File: config.mk
export PLATFORM = sky130hd
export DESIGN_NAME = seg_scan_ctrl_flat
export DESIGN_NICKNAME = d
export VERILOG_FILES = /design/src/rtl/seg_scan_ctrl_pkg.sv /design/src/rtl/seg_scan_ctrl_if.sv /design/src/rtl/seg_scan_ctrl_hex_font.sv /design/src/rtl/seg_scan_ctrl.sv /design/src/flat_wrapper.sv
export SDC_FILE = /design/constraint.sdc
export NUM_CORES = 1
export LEC_CHECK = 0
export ABC_AREA = 1
export CORE_MARGIN = 5
export CORE_UTILIZATION = 40
export DETAILED_ROUTE_END_ITERATION = 6
export GPL_TIMING_DRIVEN = 0
export PLACE_DENSITY = 0.68
export RECOVER_POWER = 50
export SLEW_MARGIN = 5
export SYNTH_ARGS = -nofsm -noshare
export SYNTH_HDL_FRONTEND = slang
export SYNTH_SLANG_ARGS = --single-unit
File: constraint.sdc
create_clock -name clk -period 2.6 [get_ports clk]
set_input_delay 0.52 -clock clk [delete_from_list [all_inputs] [get_ports clk]]
set_output_delay 0.52 -clock clk [all_outputs]
set_load 0.02 [all_outputs]
File: src/rtl/seg_scan_ctrl_pkg.sv
// seg_pkg: shared constants for the multiplexed seven-segment scanner.
//   SEG_G..SEG_P : bit positions inside the 8-bit smg bus
//   SEG_OFF      : all segments dark (before any output inversion)
//   SEG_FONT     : 16-entry hex font, bit6=A .. bit0=G, 1 = lit
package seg_pkg;

    localparam int SEG_G = 0;
    localparam int SEG_F = 1;
    localparam int SEG_E = 2;
    localparam int SEG_D = 3;
    localparam int SEG_C = 4;
    localparam int SEG_B = 5;
    localparam int SEG_A = 6;
    localparam int SEG_P = 7;

    localparam logic [7:0] SEG_OFF = 8'h00;

    localparam logic [6:0] SEG_FONT [16] = '{
        7'h7E, 7'h30, 7'h6D, 7'h79, 7'h33, 7'h5B, 7'h5F, 7'h70,
        7'h7F, 7'h7B, 7'h77, 7'h1F, 7'h4E, 7'h3D, 7'h4F, 7'h47
    };

endpackage

File: src/rtl/seg_scan_ctrl_if.sv
// seg_scan_ctrl_if: application-side load bus plus display pins.
//   load/data_in/dp_in/en_in/lz_sup : driven by the application (master)
//   dig/smg/frame_done              : driven by the scanner (slave)
interface seg_scan_ctrl_if #(
    parameter int NUM_DIG = 4
);
    logic                   load;
    logic [4*NUM_DIG-1:0]   data_in;
    logic [NUM_DIG-1:0]     dp_in;
    logic [NUM_DIG-1:0]     en_in;
    logic                   lz_sup;
    logic [NUM_DIG-1:0]     dig;
    logic [7:0]             smg;
    logic                   frame_done;

    modport master (
        output load, data_in, dp_in, en_in, lz_sup,
        input  dig, smg, frame_done
    );

    modport slave (
        input  load, data_in, dp_in, en_in, lz_sup,
        output dig, smg, frame_done
    );
endinterface

File: src/rtl/seg_scan_ctrl_hex_font.sv
// seg_hex_font: combinational hex-to-seven-segment decoder.
//   hex : nibble 0..F
//   seg : segments A..G (bit6..bit0), 1 = lit
module seg_hex_font
    import seg_pkg::*;
(
    input  logic [3:0] hex,
    output logic [6:0] seg
);
    assign seg = SEG_FONT[hex];
endmodule

File: src/rtl/seg_scan_ctrl.sv
// seg_scan_ctrl: multiplexed common-anode seven-segment scanner.
//   clk, rst_n : clock, asynchronous active-low reset
//   bus        : load/data_in/dp_in/en_in/lz_sup in; dig (active-low
//                one-hot), smg (segments + dp), frame_done out
// Each digit owns a SCAN_DIV-cycle slot whose first BLANK_CYC cycles are
// dark. New data lands in a shadow copy and only moves to the active copy
// on the frame boundary, so a frame never shows a mix of old and new.
module seg_scan_ctrl
    import seg_pkg::*;
#(
    parameter int NUM_DIG   = 4,
    parameter int SCAN_DIV  = 12000,
    parameter int BLANK_CYC = 120,
    parameter int SEG_INV   = 0
)(
    input  logic            clk,
    input  logic            rst_n,
    seg_scan_ctrl_if.slave  bus
);
    localparam int DW = $clog2(SCAN_DIV);
    localparam int SW = $clog2(NUM_DIG);
    localparam logic [7:0] SMG_IDLE = (SEG_INV != 0) ? ~SEG_OFF : SEG_OFF;

    logic [DW-1:0]            div;
    logic [SW-1:0]            slot;
    logic                     wrap, last_slot, swap;
    logic                     pending;

    logic [NUM_DIG-1:0][3:0]  sh_data, act_data;
    logic [NUM_DIG-1:0]       sh_dp, sh_en, act_dp, act_en;
    logic                     sh_lz, act_lz;

    logic [NUM_DIG-1:0]       hi_zero;
    logic                     suppress, in_blank;
    logic [6:0]               font_seg;
    logic [NUM_DIG-1:0]       dig_nxt;
    logic [7:0]               smg_nxt;

    assign wrap      = (div == DW'(SCAN_DIV - 1));
    assign last_slot = (slot == SW'(NUM_DIG - 1));
    assign swap      = wrap && last_slot && pending;

    // refresh divider and digit rotation
    always_ff @(posedge clk or negedge rst_n) begin
        if (!rst_n) begin
            div  <= '0;
            slot <= '0;
        end else begin
            div <= wrap ? '0 : div + DW'(1);
            if (wrap)
                slot <= last_slot ? '0 : slot + SW'(1);
        end
    end

    // Double buffer. The swap reads the shadow before this cycle's load
    // overwrites it, so a load coinciding with the swap stays pending.
    always_ff @(posedge clk or negedge rst_n) begin
        if (!rst_n) begin
            pending  <= 1'b0;
            sh_data  <= '0;
            sh_dp    <= '0;
            sh_en    <= '0;
            sh_lz    <= 1'b0;
            act_data <= '0;
            act_dp   <= '0;
            act_en   <= '0;
            act_lz   <= 1'b0;
        end else begin
            if (swap) begin
                act_data <= sh_data;
                act_dp   <= sh_dp;
                act_en   <= sh_en;
                act_lz   <= sh_lz;
            end
            if (bus.load) begin
                sh_data <= bus.data_in;
                sh_dp   <= bus.dp_in;
                sh_en   <= bus.en_in;
                sh_lz   <= bus.lz_sup;
                pending <= 1'b1;
            end else if (swap) begin
                pending <= 1'b0;
            end
        end
    end

    // hi_zero[k]: nibble k and every nibble above it are zero
    always_comb begin
        hi_zero = '0;
        hi_zero[NUM_DIG-1] = (act_data[NUM_DIG-1] == 4'h0);
        for (int k = NUM_DIG - 2; k >= 0; k--)
            hi_zero[k] = hi_zero[k+1] && (act_data[k] == 4'h0);
    end

    assign suppress = act_lz && (slot != '0) && hi_zero[slot];
    assign in_blank = (int'(div) < BLANK_CYC);

    seg_hex_font u_font (
        .hex (act_data[slot]),
        .seg (font_seg)
    );

    always_comb begin
        dig_nxt = '1;
        smg_nxt = SEG_OFF;
        if (!in_blank && act_en[slot]) begin
            if (!suppress) begin
                dig_nxt              = ~(NUM_DIG'(1) << slot);
                smg_nxt[SEG_A:SEG_G] = font_seg;
                smg_nxt[SEG_P]       = act_dp[slot];
            end else if (act_dp[slot]) begin
                // suppressed zero keeps only its decimal point
                dig_nxt        = ~(NUM_DIG'(1) << slot);
                smg_nxt[SEG_P] = 1'b1;
            end
        end
    end

    // registered pins: one cycle behind (slot, div); frame_done lines up
    // with the last displayed cycle of the last slot
    always_ff @(posedge clk or negedge rst_n) begin
        if (!rst_n) begin
            bus.dig        <= '1;
            bus.smg        <= SMG_IDLE;
            bus.frame_done <= 1'b0;
        end else begin
            bus.dig        <= dig_nxt;
            bus.smg        <= (SEG_INV != 0) ? ~smg_nxt : smg_nxt;
            bus.frame_done <= wrap && last_slot;
        end
    end

endmodule
File: src/flat_wrapper.sv
// flat-port wrapper written by rule: the top's interface ports become plain ports
module seg_scan_ctrl_flat import seg_pkg::*;
#(
    parameter int NUM_DIG   = 4,
    parameter int SCAN_DIV  = 12000,
    parameter int BLANK_CYC = 120,
    parameter int SEG_INV   = 0
)
  (clk, rst_n, bus_load, bus_data_in, bus_dp_in, bus_en_in, bus_lz_sup, bus_dig, bus_smg, bus_frame_done);
  seg_scan_ctrl_if #(.NUM_DIG(NUM_DIG)) bus_i ();
  input  logic clk;
  input  logic rst_n;
  input wire logic [$bits(bus_i.load)-1:0] bus_load;
  input wire logic [$bits(bus_i.data_in)-1:0] bus_data_in;
  input wire logic [$bits(bus_i.dp_in)-1:0] bus_dp_in;
  input wire logic [$bits(bus_i.en_in)-1:0] bus_en_in;
  input wire logic [$bits(bus_i.lz_sup)-1:0] bus_lz_sup;
  output wire logic [$bits(bus_i.dig)-1:0] bus_dig;
  output wire logic [$bits(bus_i.smg)-1:0] bus_smg;
  output wire logic [$bits(bus_i.frame_done)-1:0] bus_frame_done;
  assign bus_i.load = bus_load;
  assign bus_i.data_in = bus_data_in;
  assign bus_i.dp_in = bus_dp_in;
  assign bus_i.en_in = bus_en_in;
  assign bus_i.lz_sup = bus_lz_sup;
  assign bus_dig = bus_i.dig;
  assign bus_smg = bus_i.smg;
  assign bus_frame_done = bus_i.frame_done;
  seg_scan_ctrl #(.NUM_DIG(NUM_DIG), .SCAN_DIV(SCAN_DIV), .BLANK_CYC(BLANK_CYC), .SEG_INV(SEG_INV)) u_core (.clk(clk), .rst_n(rst_n), .bus(bus_i));
endmodule
==> flow_metrics.env, run 1 <==
export IMPL_postCtsSetupRepairBufs=0
export IMPL_syn_area_um2=3890
export IMPL_p_switching_uw=560
export IMPL_root_buffer="clkbuf_8"
export IMPL_worstPathCellList="clkdlybuf4s50_1"
export IMPL_diodes=0
export IMPL_p_int_mw=1.90
export IMPL_vias=3192
export IMPL_cp_num_buf_inv=1
export IMPL_status="complete, but fails checks"
export IMPL_required_ns=2.08
export IMPL_clkLatencyLatePin_ns=0.35
export IMPL_cp_end_kind="output port"
export IMPL_drive_gt1_frac=0.0752
export IMPL_synth_seq_cells=80
export IMPL_fmax_mhz=502
export IMPL_synth_top_family_by_area="simple AND/OR/NAND/NOR gates"
export IMPL_rsz0062_at_grt="no"
export IMPL_cts_path_max_buffers=2
export IMPL_layout_min_cycle_time_ns=1.99
export IMPL_synthMuxAreaShare=0
export IMPL_layout_common_cells="203 x nand2_1, 76 x dfrtp_1, 42 x nor2_1"
export IMPL_die_area_um2=11800
export IMPL_cts_hold_buf=0
export IMPL_syn_nets=528
export IMPL_wire_per_inst_um=11.9
export IMPL_hold_viol=0
export IMPL_dp_slack_ns=0.671
export IMPL_grt_max_degree=55
export IMPL_yosys_area_share_adder=0.0354
export IMPL_ir_drop_mv=0.299
export IMPL_htreeDepth=3
export IMPL_worst_slack_ns=0.609
export IMPL_final_cells=678
export IMPL_synth_xor_area_frac=0.00901
export IMPL_holdWs_ns=0.467
export IMPL_drc=0
export IMPL_cts_buffers=9
export IMPL_crit_family="buffers and inverters"
export IMPL_relSlewSlack=-0.0208
export IMPL_setup_viol=0
export IMPL_period_share=0.766
export IMPL_crit_slowest_cell="clkdlybuf4s50_1"
export IMPL_nets=579
export IMPL_worstPathArrival_ns=1.47
export IMPL_cts_tree="yes"
export IMPL_die_x_um=109
export IMPL_drv_slew=27
export IMPL_cts_repair_resized=0
export IMPL_area_growth_pct=20.8
export IMPL_overflow=0
export IMPL_placed_cells=662
export IMPL_die_y_um=109
export IMPL_syn_instance_count=489
export IMPL_p_clk_frac=0.427
export IMPL_drv_cap=1
export IMPL_tns_ns=0
export IMPL_io_pins=41
export IMPL_skew_ns=0.00713
export IMPL_swShare=0.227
export IMPL_yosys_warnings=0
export IMPL_coreArea_um2=9640
export IMPL_grt_pass1_wl_um=14500
export IMPL_syn_avg_cell_area_um2=7.95
export IMPL_powerDensity_nw_per_um2=524
export IMPL_ys_seq_area_frac=0.516
export IMPL_clock_sinks=80
export IMPL_crit_fanout=1
export IMPL_viasPerCell=4.71
export IMPL_drt_wl_total_um=8100
export IMPL_cpPeakStageDelay_ns=0.59
export IMPL_hold_class="flip-flop to flip-flop"
export IMPL_clk_pin_slew_ns=0.09
export IMPL_portBuffers=39
export IMPL_worstMarginPinSlew_ns=1.53
export IMPL_final_common_cell="nand2_1"
export IMPL_rows=36
export IMPL_grt_pass1_vias=3182
export IMPL_grt_use_total=0.153
export IMPL_synth_distinct_cells=30
export IMPL_ant_nets=0
export IMPL_crit_path_start_kind="flip-flop"
export IMPL_antenna_found_initial=0
export IMPL_synthSimpleGateAreaFrac=0.348
export IMPL_finalWeightedCongestion=0.876
export IMPL_dpl_hpwl_um=5990
export IMPL_synth_compound_area_frac=0.0245
export IMPL_drt_iter0_drc=164
export IMPL_power_leakage_nw=2.39
export IMPL_violations="capacitance limit, slew limit"
export IMPL_crit_type="flip-flop to output port"
export IMPL_comb_power_share=0.045
export IMPL_seqPwrFrac=0.528
export IMPL_dr_pass1_iters=4
export IMPL_start_util=0.403
-- Yosys cell counts --
library cell,n,area [um2]
dfrtp_1,76,1900
a21oi_1,6,30.0
nand4_1,28,175
clkbuf_1,11,41.3
nand2_1,203,762
inv_1,32,120
nor2_1,42,158
buf_4,7,52.6
nor3b_1,1,7.51
nand3_1,28,140
clkinv_1,1,3.75
a31oi_1,1,6.26
o22a_1,1,8.76
nor2_2,1,6.26
xor2_1,3,26.3
xnor2_1,1,8.76
or2_2,1,6.26
buf_2,2,10.0
inv_2,3,11.3
buf_6,2,22.5
nand2_2,1,6.26
nor3_2,1,10.0
ha_1,11,138
nand3_4,1,17.5
o21ai_0,10,50.1
nor4_1,1,6.26
and2_1,1,6.26
dfstp_2,4,105
nor3_1,8,40.0
nor2_4,1,11.3
-- logic make-up after synthesis --
| kind of cell | after synthesis |
|---|---|
| buf+inv | 58 |
| xor+xnor | 4 |
| compound gates | 18 |
| flops | 80 |
| simple gates | 318 |
| fa+ha+maj | 11 |
-- metrics by stage --
stage	cell area, um2	total power [mW]	utilization
floorplan	3890	1.36	-
global placement	4450	1.43	0.461
detailed placement	4470	1.44	0.464
CTS	4700	2.49	0.488
global route	4700	2.56	0.487
finish	4700	2.46	0.487
-- power groups by stage --
| stage | clock [mW] | sequential (mW) | combinational [mW] |
|---|---|---|---|
| 5_1_grt | 1.12 | 1.30 | 0.131 |
| 2_1_floorplan | 0 | 1.32 | 0.0395 |
| 6_report | 1.05 | 1.30 | 0.112 |
| 4_1_cts | 1.08 | 1.30 | 0.117 |
| 3_5_place_dp | 0 | 1.32 | 0.117 |
| 3_3_place_gp | 0 | 1.32 | 0.108 |
-- metal layers --
layer,routed length [um],GRT usage,share of wire
met1,3990,0.212,0.49
met2,3730,0.243,0.46
met3,243,0.0209,0.030
met4,132,0.0586,0.016
met5,0,0,0
-- final timing paths --
| check | from | end | slack (ns) | cells past startpoint |
|---|---|---|---|---|
| setup / recovery | u_core.bus.dig[3] | bus_dig[3] | 0.61 | 1 |
| hold / removal | u_core.div[0] | u_core.div[0] | 0.47 | 1 |
| setup reg to reg | u_core.slot[1] | u_core.bus.smg[0] | 0.63 | 12 |
| hold reg to reg | u_core.div[0] | u_core.div[0] | 0.47 | 1 |
| max in group asynchronous | rst_n | u_core.bus.dig[0] | 1.09 | 2 |
| min in group asynchronous | rst_n | u_core.sh_data[1] | 0.52 | 1 |
-- sequential cells by signal, summed over array words and instances (netlist names) --
name,cells
u_core.act_data,16
u_core.sh_data,16
u_core.div,14
u_core.bus.smg,8
u_core.act_dp,4
u_core.act_en,4
u_core.bus.dig,4
u_core.sh_dp,4
u_core.sh_en,4
u_core.slot,2
u_core.act_lz,1
u_core.bus.frame_done,1
u_core.pending,1
u_core.sh_lz,1
-- final cells by class --
type | instances | area [um2]
repair buffers | 40 | 412
multi-input cells | 351 | 1620
clock buffers | 10 | 138
fillers | 969 | 4940
inverters | 36 | 135
flip-flops and latches | 80 | 2010
plain buffers | 22 | 126
well taps | 133 | 166
clock inverters | 6 | 91.3
(Power assumes the default switching activity.)
==> run 2: changes to the inputs <==
- PLACE_DENSITY: 0.68 -> 0.7
- clock period: 2.6 -> 1.6 ns (I/O delays scaled with it)
==> run 2 against run 1 <==
  * The flow finishes with violations (setup timing)
  * Critical path depth up 9
  * Via count up 7.8%
  * Power up 49%
  * Routed wire length up 19%
  * Design area up 14%
  * Worst setup slack worse by 0.71 ns
  * Non-clock buffer count up 32
  * Hold slack worse by 0.18 ns
  * First-iteration DRC count down 3.7%
  * Sequential power up 62%
  * Clock-buffer cell count down 1
  * Global-route usage up 0.41 points
  * Critical path type is now flip-flop to flip-flop
==> flow_metrics.env, run 2 (synthesis results as in run 1) <==
export IMPL_antenna_found_initial=0
export IMPL_crit_path_start_kind="flip-flop"
export IMPL_skew_ns=0.0127
export IMPL_layout_common_cells="166 x nand2_1, 75 x dfrtp_1, 36 x nor2_1"
export IMPL_overflow=0
export IMPL_dp_slack_ns=-0.267
export IMPL_crit_type="flip-flop to flip-flop"
export IMPL_drv_slew=0
export IMPL_p_clk_frac=0.375
export IMPL_worstPathArrival_ns=1.96
export IMPL_cp_num_buf_inv=3
export IMPL_holdWs_ns=0.288
export IMPL_cts_tree="yes"
export IMPL_final_common_cell="nand2_1"
export IMPL_clk_pin_slew_ns=0.09
export IMPL_hold_class="primary input to flip-flop"
export IMPL_required_ns=1.86
export IMPL_worstPathCellList="buf_6 -> buf_6 -> buf_6 -> nand2_1 -> o21ai_0 -> nand2_1 -> nand2_2 -> nand2_4 -> a21oi_1 -> nor2_1"
export IMPL_cpPeakStageDelay_ns=0.45
export IMPL_die_y_um=109
export IMPL_crit_family="simple AND/OR/NAND/NOR gates"
export IMPL_drt_iter0_drc=158
export IMPL_fillers=904
export IMPL_die_x_um=109
export IMPL_rows=36
export IMPL_drt_wl_total_um=9600
export IMPL_ir_drop_mv=0.384
export IMPL_tns_ns=-0.525
export IMPL_status="complete, but fails checks"
export IMPL_clock_sinks=80
export IMPL_relSlewSlack=0.363
export IMPL_crit_slowest_cell="dfrtp_2"
export IMPL_seqPwrFrac=0.575
export IMPL_grt_use_total=0.157
export IMPL_ant_nets=0
export IMPL_io_pins=41
export IMPL_period_share=1.07
export IMPL_viasPerCell=4.85
export IMPL_grt_pass1_wl_um=14700
export IMPL_drive_gt1_frac=0.262
export IMPL_setup_viol=9
export IMPL_dpl_hpwl_um=6050
export IMPL_vias=3440
export IMPL_portBuffers=39
export IMPL_area_growth_pct=37.2
export IMPL_drv_cap=0
export IMPL_diodes=0
export IMPL_fmax_mhz=587
export IMPL_layout_min_cycle_time_ns=1.70
export IMPL_coreArea_um2=9640
export IMPL_swShare=0.254
export IMPL_clkLatencyLatePin_ns=0.36
export IMPL_worst_slack_ns=-0.105
export IMPL_rsz0062_at_grt="yes"
export IMPL_cts_buffers=9
export IMPL_top_regs="u_core.act_data x16, u_core.sh_data x16, u_core.div x14"
export IMPL_crit_fanout=8
export IMPL_p_int_mw=2.74
export IMPL_comb_power_share=0.050
export IMPL_power_leakage_nw=2.67
export IMPL_nets=611
export IMPL_finalWeightedCongestion=0.893
export IMPL_cts_path_max_buffers=2
export IMPL_cp_end_kind="flip-flop"
export IMPL_grt_pass1_vias=3326
export IMPL_hold_viol=0
export IMPL_cp_common_cell="buf_6"
export IMPL_wire_per_inst_um=13.5
export IMPL_die_area_um2=11800
export IMPL_drc=0
export IMPL_worstMarginPinSlew_ns=0.956
export IMPL_violations="setup timing"
export IMPL_root_buffer="clkbuf_8"
export IMPL_grt_max_degree=43
export IMPL_dr_pass1_iters=4
export IMPL_start_util=0.403
export IMPL_powerDensity_nw_per_um2=687
export IMPL_p_switching_uw=932
export IMPL_htreeDepth=3
run 2: cell types whose count changed in the layout (fill, tap and decap cells not counted), moves of 6 or more:
cell,change
nand2_1,-37
nand2_2,+26
buf_4,+19
nand3_1,-14
clkdlybuf4s50_1,-13
dlygate4sd2_1,+13
nand2_4,+11
nand3_2,+9
buf_6,+8
inv_1,-6
nor2_1,-6
run 2: repair_timing:
| action | in CTS | in global routing |
|---|---|---|
| setup buffers | 14 | 14 |
| gates resized for setup | 50 | 89 |
| endpoints found under the hold margin | 38 | 0 |
| pin swaps | 13 | 23 |
| hold buffers | 1 | 0 |
| gates cloned | 0 | 3 |
| setup endpoints to repair | 44 | 38 |
run 2: through the flow:
stage               std cells  total power, mW  instance area [um2]  utilization
global route              710             3.81                 5340        0.554
floorplan                 489             2.20                 3900            -
global placement          661             2.32                 4450        0.462
detailed placement        662             2.34                 4470        0.464
CTS                       693             3.70                 4870        0.505
finish                    710             3.67                 5340        0.554
run 2: cell type report:
type | count | area [um2] | share of cell area
Sequential cell | 80 | 2010 | 0.376
Multi-Input combinational cell | 351 | 1970 | 0.369
Timing Repair Buffer | 72 | 689 | 0.129
Buffer | 22 | 175 | 0.0328
Tap cell | 133 | 166 | 0.0312
Inverter | 36 | 148 | 0.0277
Clock buffer | 9 | 124 | 0.0232
Clock inverter | 7 | 55.1 | 0.0103
run 2: power by group through the flow:
stage          Combinational, mW  Sequential, mW  Clock, mW
2_1_floorplan             0.0641            2.14          0
3_3_place_gp               0.176            2.15          0
3_5_place_dp               0.188            2.15          0
4_1_cts                    0.190            2.11       1.40
5_1_grt                    0.213            2.12       1.48
6_report                   0.182            2.11       1.38
run 2: worst min-delay path, cell delays in order:
cell and delay (ns):
clkbuf_1 0.17, nand2_1 0.09, nand2_1 0.04
run 2: final timing paths:
| path | from | end | slack, ns | cells past startpoint |
|---|---|---|---|---|
| worst max register to register | u_core.slot[0] | u_core.bus.smg[0] | -0.10 | 10 |
| worst min register to register | u_core.sh_data[14] | u_core.sh_data[14] | 0.48 | 2 |
| worst min-delay path | bus_load | u_core.sh_data[8] | 0.29 | 3 |
| max in group asynchronous | rst_n | u_core.bus.dig[1] | 0.18 | 3 |
| min in group asynchronous | rst_n | u_core.pending | 0.64 | 2 |
| worst max-delay path | u_core.slot[0] | u_core.bus.smg[0] | -0.10 | 10 |
run 2: layer usage:
layer / track usage / share of wire
met1: 0.196 / 0.44
met3: 0.0394 / 0.045
met5: 0 / 0
met2: 0.256 / 0.49
met4: 0.0721 / 0.022
